==> config.mk <==
export PLATFORM = sky130hd
export DESIGN_NAME = uart_transmitter
export DESIGN_NICKNAME = d
export VERILOG_FILES = /design/src/rtl/uart_pkg.sv /design/src/rtl/uart_baud_tick.sv /design/src/rtl/uart_transmitter.sv
export SDC_FILE = /design/constraint.sdc
export NUM_CORES = 1
export LEC_CHECK = 0
export ABC_AREA = 1
export CORE_MARGIN = 1.5
export CORE_UTILIZATION = 64
export DETAILED_ROUTE_END_ITERATION = 12
export HOLD_SLACK_MARGIN = 0.1
export PLACE_DENSITY = 0.85
export REMOVE_ABC_BUFFERS = 1
export SYNTH_ARGS = -nofsm -noshare
export SYNTH_HDL_FRONTEND = slang
export SYNTH_SLANG_ARGS = --single-unit
==> constraint.sdc <==
create_clock -name clk -period 4.84 [get_ports clk]
set_input_delay 0.968 -clock clk [delete_from_list [all_inputs] [get_ports clk]]
set_output_delay 0.968 -clock clk [all_outputs]
set_load 0.01 [all_outputs]
==> src/rtl/uart_pkg.sv <==
// -----------------------------------------------------------------------------
// uart_pkg
// Shared definitions for the UART transmitter and receiver:
//   tx_state_t  - frame state machine encoding (IDLE, START, DATA, PARITY, STOP)
//   BAUD_CNT_W  - width of the per-bit cycle counter
//   DATA_BITS   - payload bits per frame
//   calc_parity - parity of a data byte (XOR of all data bits)
// -----------------------------------------------------------------------------
package uart_pkg;

    localparam int BAUD_CNT_W = 16;
    localparam int DATA_BITS  = 8;

    typedef enum logic [2:0] {
        IDLE   = 3'd0,
        START  = 3'd1,
        DATA   = 3'd2,
        PARITY = 3'd3,
        STOP   = 3'd4
    } tx_state_t;

    // Parity bit as sent on the wire; the receiver recomputes it the same way.
    function automatic logic calc_parity(input logic [DATA_BITS-1:0] data_byte);
        return ^data_byte;
    endfunction

endpackage

==> src/rtl/uart_baud_tick.sv <==
// -----------------------------------------------------------------------------
// uart_baud_tick
// Counts clk cycles 0..CYCLES_PER_BIT-1 while run is high and wraps to 0.
// Ports:
//   clk, rst  - clock, asynchronous active-high reset
//   clear     - force the counter to 0 (takes priority over run)
//   run       - count enable; when low the counter is held at 0
//   tick      - terminal count: high in the last cycle of each bit period
//   count     - current position inside the bit period
// -----------------------------------------------------------------------------
module uart_baud_tick
    import uart_pkg::*;
#(
    parameter int unsigned CYCLES_PER_BIT = 4
) (
    input  logic                  clk,
    input  logic                  rst,
    input  logic                  clear,
    input  logic                  run,
    output logic                  tick,
    output logic [BAUD_CNT_W-1:0] count
);

    localparam logic [BAUD_CNT_W-1:0] CNT_LAST = BAUD_CNT_W'(CYCLES_PER_BIT - 1);
    localparam logic [BAUD_CNT_W-1:0] CNT_ZERO = {BAUD_CNT_W{1'b0}};
    localparam logic [BAUD_CNT_W-1:0] CNT_ONE  = BAUD_CNT_W'(1);

    logic [BAUD_CNT_W-1:0] cnt_q;
    logic [BAUD_CNT_W-1:0] cnt_d;

    assign tick  = run & ~clear & (cnt_q == CNT_LAST);
    assign count = cnt_q;

    // Next counter value: hold at zero when stopped, wrap at terminal count.
    always_comb begin
        cnt_d = cnt_q;
        if (clear || !run) begin
            cnt_d = CNT_ZERO;
        end else if (cnt_q == CNT_LAST) begin
            cnt_d = CNT_ZERO;
        end else begin
            cnt_d = cnt_q + CNT_ONE;
        end
    end

    // Counter register.
    always_ff @(posedge clk or posedge rst) begin
        if (rst) begin
            cnt_q <= CNT_ZERO;
        end else begin
            cnt_q <= cnt_d;
        end
    end

endmodule

==> src/rtl/uart_transmitter.sv <==
// -----------------------------------------------------------------------------
// uart_transmitter
// Serialises bytes as: start(0), 8 data bits LSB first, optional parity
// (XOR of data), stop(1). A one-entry holding buffer lets the host queue the
// next byte while a frame is on the line; a queued byte follows with no gap.
// Ports:
//   clk, rst  - clock, asynchronous active-high reset
//   enable    - 0 aborts any frame and empties the buffer
//   data_in   - byte to send, captured when send & ready at a clock edge
//   send      - host valid
//   ready     - enable & buffer empty (combinational)
//   busy      - registered, high while a frame is on Tx
//   tx_done   - registered pulse in the last cycle of each stop bit
//   Tx        - registered serial line, idle high
// -----------------------------------------------------------------------------
module uart_transmitter
    import uart_pkg::*;
#(
    parameter int unsigned BAUD_RATE      = 9600,
    parameter int unsigned CLOCK_FREQ     = 50000000,
    parameter int unsigned CYCLES_PER_BIT = CLOCK_FREQ / BAUD_RATE,
    parameter int unsigned PARITY_EN      = 1
) (
    input  logic                 clk,
    input  logic                 rst,
    input  logic                 enable,
    input  logic [DATA_BITS-1:0] data_in,
    input  logic                 send,
    output logic                 ready,
    output logic                 busy,
    output logic                 tx_done,
    output logic                 Tx
);

    if ((CYCLES_PER_BIT < 2) || (CYCLES_PER_BIT > 65535)) begin : g_bad_cycles_per_bit
        $error("uart_transmitter: CYCLES_PER_BIT must be in 2..65535");
    end

    // tx_done is registered, so it is set one cycle ahead of the last stop cycle.
    localparam logic [BAUD_CNT_W-1:0] CNT_PRE_LAST = BAUD_CNT_W'(CYCLES_PER_BIT - 2);
    localparam logic [2:0]            IDX_LAST     = 3'(DATA_BITS - 1);

    tx_state_t             state_q, state_d;
    logic [DATA_BITS-1:0]  shift_q, shift_d;
    logic [DATA_BITS-1:0]  buf_q, buf_d;
    logic                  buf_full_q, buf_full_d;
    logic                  parity_q, parity_d;
    logic [2:0]            bit_idx_q, bit_idx_d;
    logic                  tx_q, tx_d;
    logic                  busy_q, busy_d;
    logic                  tx_done_q, tx_done_d;

    logic                  accept;
    logic                  baud_tick;
    logic [BAUD_CNT_W-1:0] baud_count;

    assign ready   = enable & ~buf_full_q;
    assign accept  = send & ready;
    assign busy    = busy_q;
    assign tx_done = tx_done_q;
    assign Tx      = tx_q;

    uart_baud_tick #(
        .CYCLES_PER_BIT(CYCLES_PER_BIT)
    ) u_baud (
        .clk  (clk),
        .rst  (rst),
        .clear(~enable),
        .run  (state_q != IDLE),
        .tick (baud_tick),
        .count(baud_count)
    );

    // Frame sequencing, shifter/buffer management and next line value.
    always_comb begin
        state_d    = state_q;
        shift_d    = shift_q;
        buf_d      = buf_q;
        buf_full_d = buf_full_q;
        parity_d   = parity_q;
        bit_idx_d  = bit_idx_q;
        tx_done_d  = 1'b0;

        if (!enable) begin
            state_d    = IDLE;
            bit_idx_d  = 3'd0;
            buf_full_d = 1'b0;
        end else begin
            case (state_q)
                IDLE: begin
                    // A byte can sit in the buffer here if it was accepted in
                    // the final stop cycle of the previous frame.
                    if (buf_full_q) begin
                        shift_d    = buf_q;
                        parity_d   = calc_parity(buf_q);
                        buf_full_d = 1'b0;
                        bit_idx_d  = 3'd0;
                        state_d    = START;
                    end else if (accept) begin
                        shift_d   = data_in;
                        parity_d  = calc_parity(data_in);
                        bit_idx_d = 3'd0;
                        state_d   = START;
                    end else begin
                        state_d = IDLE;
                    end
                end
                START: begin
                    if (baud_tick) begin
                        state_d = DATA;
                    end else begin
                        state_d = START;
                    end
                end
                DATA: begin
                    if (baud_tick) begin
                        shift_d = {1'b0, shift_q[DATA_BITS-1:1]};
                        if (bit_idx_q == IDX_LAST) begin
                            bit_idx_d = 3'd0;
                            state_d   = (PARITY_EN != 0) ? PARITY : STOP;
                        end else begin
                            bit_idx_d = bit_idx_q + 3'd1;
                        end
                    end else begin
                        state_d = DATA;
                    end
                end
                PARITY: begin
                    if (baud_tick) begin
                        state_d = STOP;
                    end else begin
                        state_d = PARITY;
                    end
                end
                STOP: begin
                    tx_done_d = (baud_count == CNT_PRE_LAST);
                    if (baud_tick) begin
                        if (buf_full_q) begin
                            shift_d    = buf_q;
                            parity_d   = calc_parity(buf_q);
                            buf_full_d = 1'b0;
                            bit_idx_d  = 3'd0;
                            state_d    = START;
                        end else begin
                            state_d = IDLE;
                        end
                    end else begin
                        state_d = STOP;
                    end
                end
                default: begin
                    state_d = IDLE;
                end
            endcase

            // Bytes not taken straight into the shifter go to the buffer.
            if (accept && (state_q != IDLE)) begin
                buf_d      = data_in;
                buf_full_d = 1'b1;
            end else begin
                buf_d = buf_d;
            end
        end

        case (state_d)
            START:   tx_d = 1'b0;
            DATA:    tx_d = shift_d[0];
            PARITY:  tx_d = parity_d;
            STOP:    tx_d = 1'b1;
            IDLE:    tx_d = 1'b1;
            default: tx_d = 1'b1;
        endcase

        busy_d = (state_d != IDLE);
    end

    // State, datapath and output registers.
    always_ff @(posedge clk or posedge rst) begin
        if (rst) begin
            state_q    <= IDLE;
            shift_q    <= {DATA_BITS{1'b0}};
            buf_q      <= {DATA_BITS{1'b0}};
            buf_full_q <= 1'b0;
            parity_q   <= 1'b0;
            bit_idx_q  <= 3'd0;
            tx_q       <= 1'b1;
            busy_q     <= 1'b0;
            tx_done_q  <= 1'b0;
        end else begin
            state_q    <= state_d;
            shift_q    <= shift_d;
            buf_q      <= buf_d;
            buf_full_q <= buf_full_d;
            parity_q   <= parity_d;
            bit_idx_q  <= bit_idx_d;
            tx_q       <= tx_d;
            busy_q     <= busy_d;
            tx_done_q  <= tx_done_d;
        end
    end

endmodule

==> out/results.tsv, run 1 <==
stage	metric	value	unit
worst_setup_path	cp.arrival	2.24	ns
min_path	hp-class	reg2reg	
die	die-area	4755	um2
placement	place.gp.congestion	0.9093	
clocking	postCtsSetupBuffers	0	
clocking	cts_made_buffers	5	
pwr	power_leakage	1.620	nW
die	core	4086	um2
timing	slew_viol_final	0	
worst_setup_path	cp_max_fo	5	
logic_synthesis	synth_top_family_by_area	simple AND/OR/NAND/NOR gates	
worst_setup_path	r2r_setup_slack	2.93	ns
clocking	ctsRootBufferMaster	clkbuf_8	
worst_setup_path	worstPathRequired	3.87	ns
layout	nets	435	
timing	post-route-period-util	66.26	%
placement	postPlaceCellArea	2963	um2
die	initial_core_util	68.13	%
timing	fin_skew	0.007027	ns
die	die_w	68.96	um
worst_setup_path	crit_path_start_kind	primary input	
drt	wl_per_cell	12.08	um
placement	io_buffers	15	
layout	diodes	0	
timing	slew_headroom	63.89	%
die	rows	23	
logic_synthesis	yosysSeqAreaShare	38.70	%
timing	tightest_slew	0.5417	ns
drt	wirelength	5677	um
worst_setup_path	endpoint_kind	output pin	
timing	fmax	311.8	MHz
timing	grt_setup_unrepaired	no	
drt	route.detailed.drc	0	
global_routing	grt_first_pass_wirelength	9501	um
clocking	clk_pin_slew_worst_paths	0.08	ns
global_routing	grt_start_max_net_pins	44	
logic_synthesis	netlist_instances	406	
global_routing	grt_overflow	0	
logic_synthesis	yosysWarningCount	0	
logic_synthesis	synth_xor_area_share	4.719	%
timing	hold_viol	0	
logic_synthesis	synth-seq-cells	43	
drt	ant_nets	0	
logic_synthesis	netlist_area	2784	um2
layout	area_growth	10.65	%
global_routing	antenna_found_initial	0	
logic_synthesis	synth.distinct_cells	36	
timing	setup_viol_count_final	0	
run	maxCapViolations	0	
placement	dp_hpwl	4147	um
worst_setup_path	path_class	in2out	
clocking	clkLatencyLatePin	0.30	ns
worst_setup_path	r2r-end	shift_q[2]	
clocking	cts_sinks	43	
global_routing	track_usage	27.14	%
pwr	ir_drop	0.2710	mV
logic_synthesis	synthAdderAreaFrac	1.798	%
drt	viasPerCell	5.311	
logic_synthesis	synth_area_leader_cell	dfrtp_1	
outcome	status	finished, final reports clean	
logic_synthesis	avgSynthCellArea	6.857	um2
worst_setup_path	worstSetupEndpoint	ready	
drt	via_count	2496	
worst_setup_path	ff2ff_path_depth	9	
clocking	cts_hold_buf	0	
timing	tns	0	ns
worst_setup_path	crit_path_start	enable	
clocking	htreeDepth	2	
die	die_y	68.96	um
layout	drive_gt1_share	8.810	%
global_routing	grt_pass1_vias	2214	
logic_synthesis	muxShareOfSynthArea	0	%
die	ios	16	
logic_synthesis	synth.top_cell.area_share	37.75	%
layout	fillers	315	
worst_setup_path	timing.rr.start	u_baud.count[0]	
logic_synthesis	synth_area_leaders	dfrtp_1 (38%), nand2_1 (21%), inv_1 (6.2%)	
clocking	max-clock-path-buffers	2	
logic_synthesis	synthSimpleGateAreaFrac	38.61	%
clocking	cts_tree	yes	
layout	final_area	3080	um2
logic_synthesis	synth-compound-area-share	7.371	%
drt	firstDrtPassIters	4	
timing	period_needed	3.207	ns
clocking	cts.repair.resized	0	
pwr	p_per_area	324.5	nW/um2
drt	drt_iter0_markers	155	
cell usage after synthesis:
cell,number
nand2_1,156
inv_1,46
dfrtp_1,42
nor2_1,36
o21ai_0,16
nand3_1,15
a21oi_1,13
nand4_1,8
nor2_2,8
xor2_1,8
clkbuf_1,7
xnor2_1,7
inv_2,6
ha_1,4
nand3_2,4
nor3_1,4
buf_2,3
a22oi_1,2
and2_1,2
nand2_2,2
nand3b_1,2
a21oi_4,1
and3_1,1
clkinv_1,1
clkinv_2,1
dfstp_2,1
nand3_4,1
nor2_4,1
nor2_8,1
nor3_2,1
nor3b_1,1
nor4_1,1
o211ai_1,1
o21a_1,1
o21ai_1,1
o21ai_2,1
sequential cells by signal (all words and copies together), names as in the netlist:
name	cells
tx_done	1
shift_q	8
busy	1
buf_full_q	1
buf_q	8
Tx	1
state_q	3
bit_idx_q	3
u_baud.count	16
parity_q	1
stage by stage:
step           util [%]  setup WS [ns]  hold slack [ns]  total power [W]  cells
2_1_floorplan         -          2.744           0.4459        0.0006417    396
3_3_place_gp      72.50          1.655           0.4572        0.0007000    462
3_5_place_dp      72.50          1.629           0.4696        0.0007126    462
4_1_cts           75.38          1.623           0.4907         0.001005    470
5_1_grt           75.38          1.560           0.5153         0.001067    470
6_report          75.38          1.633           0.4923        0.0009996    470
power by group:
group	switching (W)	total [W]	internal (W)
Combinational	0.000140	0.000247	0.000107
Sequential	0.0000614	0.000460	0.000398
Clock	0.000125	0.000293	0.000167
Total	0.000327	0.00100	0.000673
per-layer routing:
layer / global-route usage, % / wire [um] / vias to the layer above
li1: - / - / 1280
met1: 35.17 / 2552 / 1141
met2: 45.31 / 2755 / 66
met3: 5.195 / 266 / 9
met4: 9.559 / 103 / 0
met5: 0 / 0 / -
cell type report:
type                            instances  area [um2]  area share, %
Multi-Input combinational cell        299        1461          47.44
Clock buffer                            6       82.58          2.681
Sequential cell                        43        1077          34.97
Timing Repair Buffer                   16       157.7          5.118
Inverter                               54       203.9          6.621
Tap cell                               50       62.56          2.031
Clock inverter                          2       35.03          1.137
logic make-up after synthesis:
kind of cell	count (synthesis)
and+or+nand+nor	244
adders and majority gates	4
DFF	43
buffers and inverters	64
AOI/OAI and AO/OA	36
xor gates and xnor gates	15
cells in the final DEF (no fill, tap or decap), drive strengths merged, types with 2 or more instances in the layout:
| cell type | count |
|---|---|
| nand2 | 158 |
| inv | 51 |
| nor2 | 46 |
| dfrtp | 42 |
| nand3 | 20 |
| o21ai | 18 |
| clkdlybuf4s50 | 15 |
| a21oi | 14 |
| nand4 | 8 |
| xor2 | 8 |
| xnor2 | 7 |
| clkbuf | 6 |
| nor3 | 5 |
| ha | 4 |
| clkinv | 4 |
| nand3b | 2 |
| and2 | 2 |
| a22oi | 2 |
critical path: stages:
cell and delay [ns]:
clkdlybuf4s50_1 0.55, nand2_1 0.11, inv_1 0.08, clkdlybuf4s50_1 0.53
worst min-delay path by stage:
| stage | start | to | cells past startpoint |
|---|---|---|---|
| 2_1_floorplan | bit_idx_q[1] | bit_idx_q[1] | 2 |
| 3_3_place_gp | bit_idx_q[1] | bit_idx_q[1] | 2 |
| 3_5_place_dp | shift_q[3] | shift_q[3] | 2 |
| 4_1_cts | bit_idx_q[2] | bit_idx_q[2] | 2 |
| 5_1_grt | shift_q[1] | shift_q[1] | 2 |
| 6_report | bit_idx_q[2] | bit_idx_q[2] | 2 |
No activity file was read; power rests on OpenSTA's default activity.
==> run 2: changes to the inputs <==
--- a/config.mk
+++ b/config.mk
@@ -7,10 +7,10 @@
 export LEC_CHECK = 0
 export ABC_AREA = 1
 export CORE_MARGIN = 1.5
-export CORE_UTILIZATION = 64
+export CORE_UTILIZATION = 60
 export DETAILED_ROUTE_END_ITERATION = 12
 export HOLD_SLACK_MARGIN = 0.1
-export PLACE_DENSITY = 0.85
+export PLACE_DENSITY = 0.8
 export REMOVE_ABC_BUFFERS = 1
 export SYNTH_ARGS = -nofsm -noshare
 export SYNTH_HDL_FRONTEND = slang
==> constraint.sdc (replaced) <==
create_clock -name clk -period 3.2 [get_ports clk]
set_input_delay 0.64 -clock clk [delete_from_list [all_inputs] [get_ports clk]]
set_output_delay 0.64 -clock clk [all_outputs]
set_load 0.01 [all_outputs]
==> run 2 against run 1 <==
Via count fell by 1.4%. Highest routed layer unchanged. Cell count rose by 0.43%. Critical path type unchanged. Clock power grew 14%.
==> out/results.tsv, run 2 (synthesis results as in run 1) <==
stage	metric	value	unit
layout	diodes	0	
global_routing	antenna_found_initial	0	
global_routing	grt_pass1_vias	2239	
layout	layout_commonest_cell	nand2_1	
timing	post-route-period-util	79.87	%
clocking	max-clock-path-buffers	2	
timing	slew_viol_final	0	
clocking	clkLatencyLatePin	0.29	ns
timing	setup_viol_count_final	0	
drt	firstDrtPassIters	4	
worst_setup_path	endpoint_kind	output pin	
clocking	clk_pin_slew_worst_paths	0.08	ns
clocking	htreeDepth	2	
drt	viasPerCell	5.214	
timing	period_needed	2.556	ns
outcome	status	finished, final reports clean	
drt	wl_per_cell	11.82	um
layout	fillers	391	
drt	drt_iter0_markers	130	
drt	via_count	2461	
die	die_y	71.12	um
drt	route.detailed.drc	0	
pwr	power	0.001399	W
drt	wirelength	5580	um
placement	dp.cells	464	
worst_setup_path	crit_path_start_kind	primary input	
layout	area_growth	9.393	%
worst_setup_path	ff2ff_path_depth	13	
clocking	cts_hold_buf	0	
clocking	postCtsSetupBuffers	0	
timing	grt_setup_unrepaired	no	
placement	io_buffers	15	
layout	largest_reg_flops	16	
die	core	4414	um2
timing	tightest_slew	0.5453	ns
clocking	cts_made_buffers	5	
timing	fin_skew	0.007222	ns
worst_setup_path	cp.arrival	1.92	ns
global_routing	track_usage	23.67	%
die	die-area	5057	um2
layout	layout.cells.non_filler	472	
pwr	ir_drop	0.2823	mV
global_routing	grt_overflow	0	
worst_setup_path	worstPathRequired	2.56	ns
die	die_w	71.12	um
layout	seq_area	1077	um2
clocking	cts.repair.resized	0	
pwr	p_per_area	459.2	nW/um2
layout	multi_input_area	1461	um2
layout	nets	435	
drt	ant_nets	0	
run	maxCapViolations	0	
placement	dp_hpwl	4094	um
die	ios	16	
layout	final_cell_mix	nand2_1 (156), inv_1 (45), dfrtp_1 (42)	
worst_setup_path	cp_max_fo	5	
clocking	ctsRootBufferMaster	clkbuf_8	
worst_setup_path	path_class	in2out	
global_routing	grt_start_max_net_pins	44	
pwr	power_leakage	1.598	nW
timing	slew_headroom	63.64	%
layout	final_area	3045	um2
min_path	hold_depth	2	
timing	fmax	391.3	MHz
layout	drive_gt1_share	8.095	%
min_path	hp-class	reg2reg	
global_routing	grt_first_pass_wirelength	9687	um
die	rows	24	
placement	place.gp.congestion	0.9084	
placement	postPlaceCellArea	2965	um2
timing	hold_viol	0	
die	initial_core_util	63.07	%
clocking	cts_sinks	43	
timing	tns	0	ns
clocking	cts_tree	yes	
[run 2: cell count changes in the layout (fill, tap and decap cells not counted)]
cell / previous run / this run
bufinv_16: 1 / 0
clkinv_2: 2 / 1
clkbuf_1: 0 / 3
clkbuf_8: 6 / 5
[run 2: power breakdown]
part           switching [W]  total [W]  internal (W)  leakage, nW
Sequential         0.0000924   0.000695      0.000603        0.580
Combinational       0.000207   0.000370      0.000162        0.979
Clock               0.000179   0.000334      0.000155       0.0395
[run 2: final cells by class]
cell class | count | share of cell area, %
tap | 52 | 2.136
timing repair buffer | 16 | 5.177
sequential | 43 | 35.37
clock buffer | 8 | 2.629
inverter | 54 | 6.697
multi-input combinational | 299 | 47.99
[run 2: final timing paths]
| kind | start | to | slack, ns |
|---|---|---|---|
| max | enable | ready | 0.64 |
| min | bit_idx_q[1] | bit_idx_q[1] | 0.48 |
| max reg2reg | u_baud.count[0] | Tx | 1.35 |
| min reg2reg | bit_idx_q[1] | bit_idx_q[1] | 0.48 |
| max in group asynchronous | rst | Tx | 2.03 |
| min in group asynchronous | rst | buf_q[5] | 0.78 |
[run 2: metrics by stage]
stage          util [%]  hold WS [ns]  setup slack (ns)
4_1_cts           68.99        0.4858            0.6422
3_3_place_gp      67.18        0.4610            0.6611
5_1_grt           68.99        0.5169            0.5883
3_5_place_dp      67.18        0.4650            0.6444
6_report          68.99        0.4792            0.6441
2_1_floorplan         -        0.4459             1.559
[run 2: per-layer routing]
| layer | up-vias | track usage (%) | share of wire (%) |
|---|---|---|---|
| met5 | - | 0 | 0 |
| met4 | 0 | 7.128 | 1.4 |
| met3 | 11 | 3.419 | 3.3 |
| met2 | 48 | 41.33 | 49 |
| met1 | 1116 | 30.49 | 46 |
| li1 | 1286 | - | - |
[run 2: critical path, cell delays in order]
cell and delay (ns):
clkdlybuf4s50_1 0.56, nand2_1 0.11, inv_1 0.08, clkdlybuf4s50_1 0.53
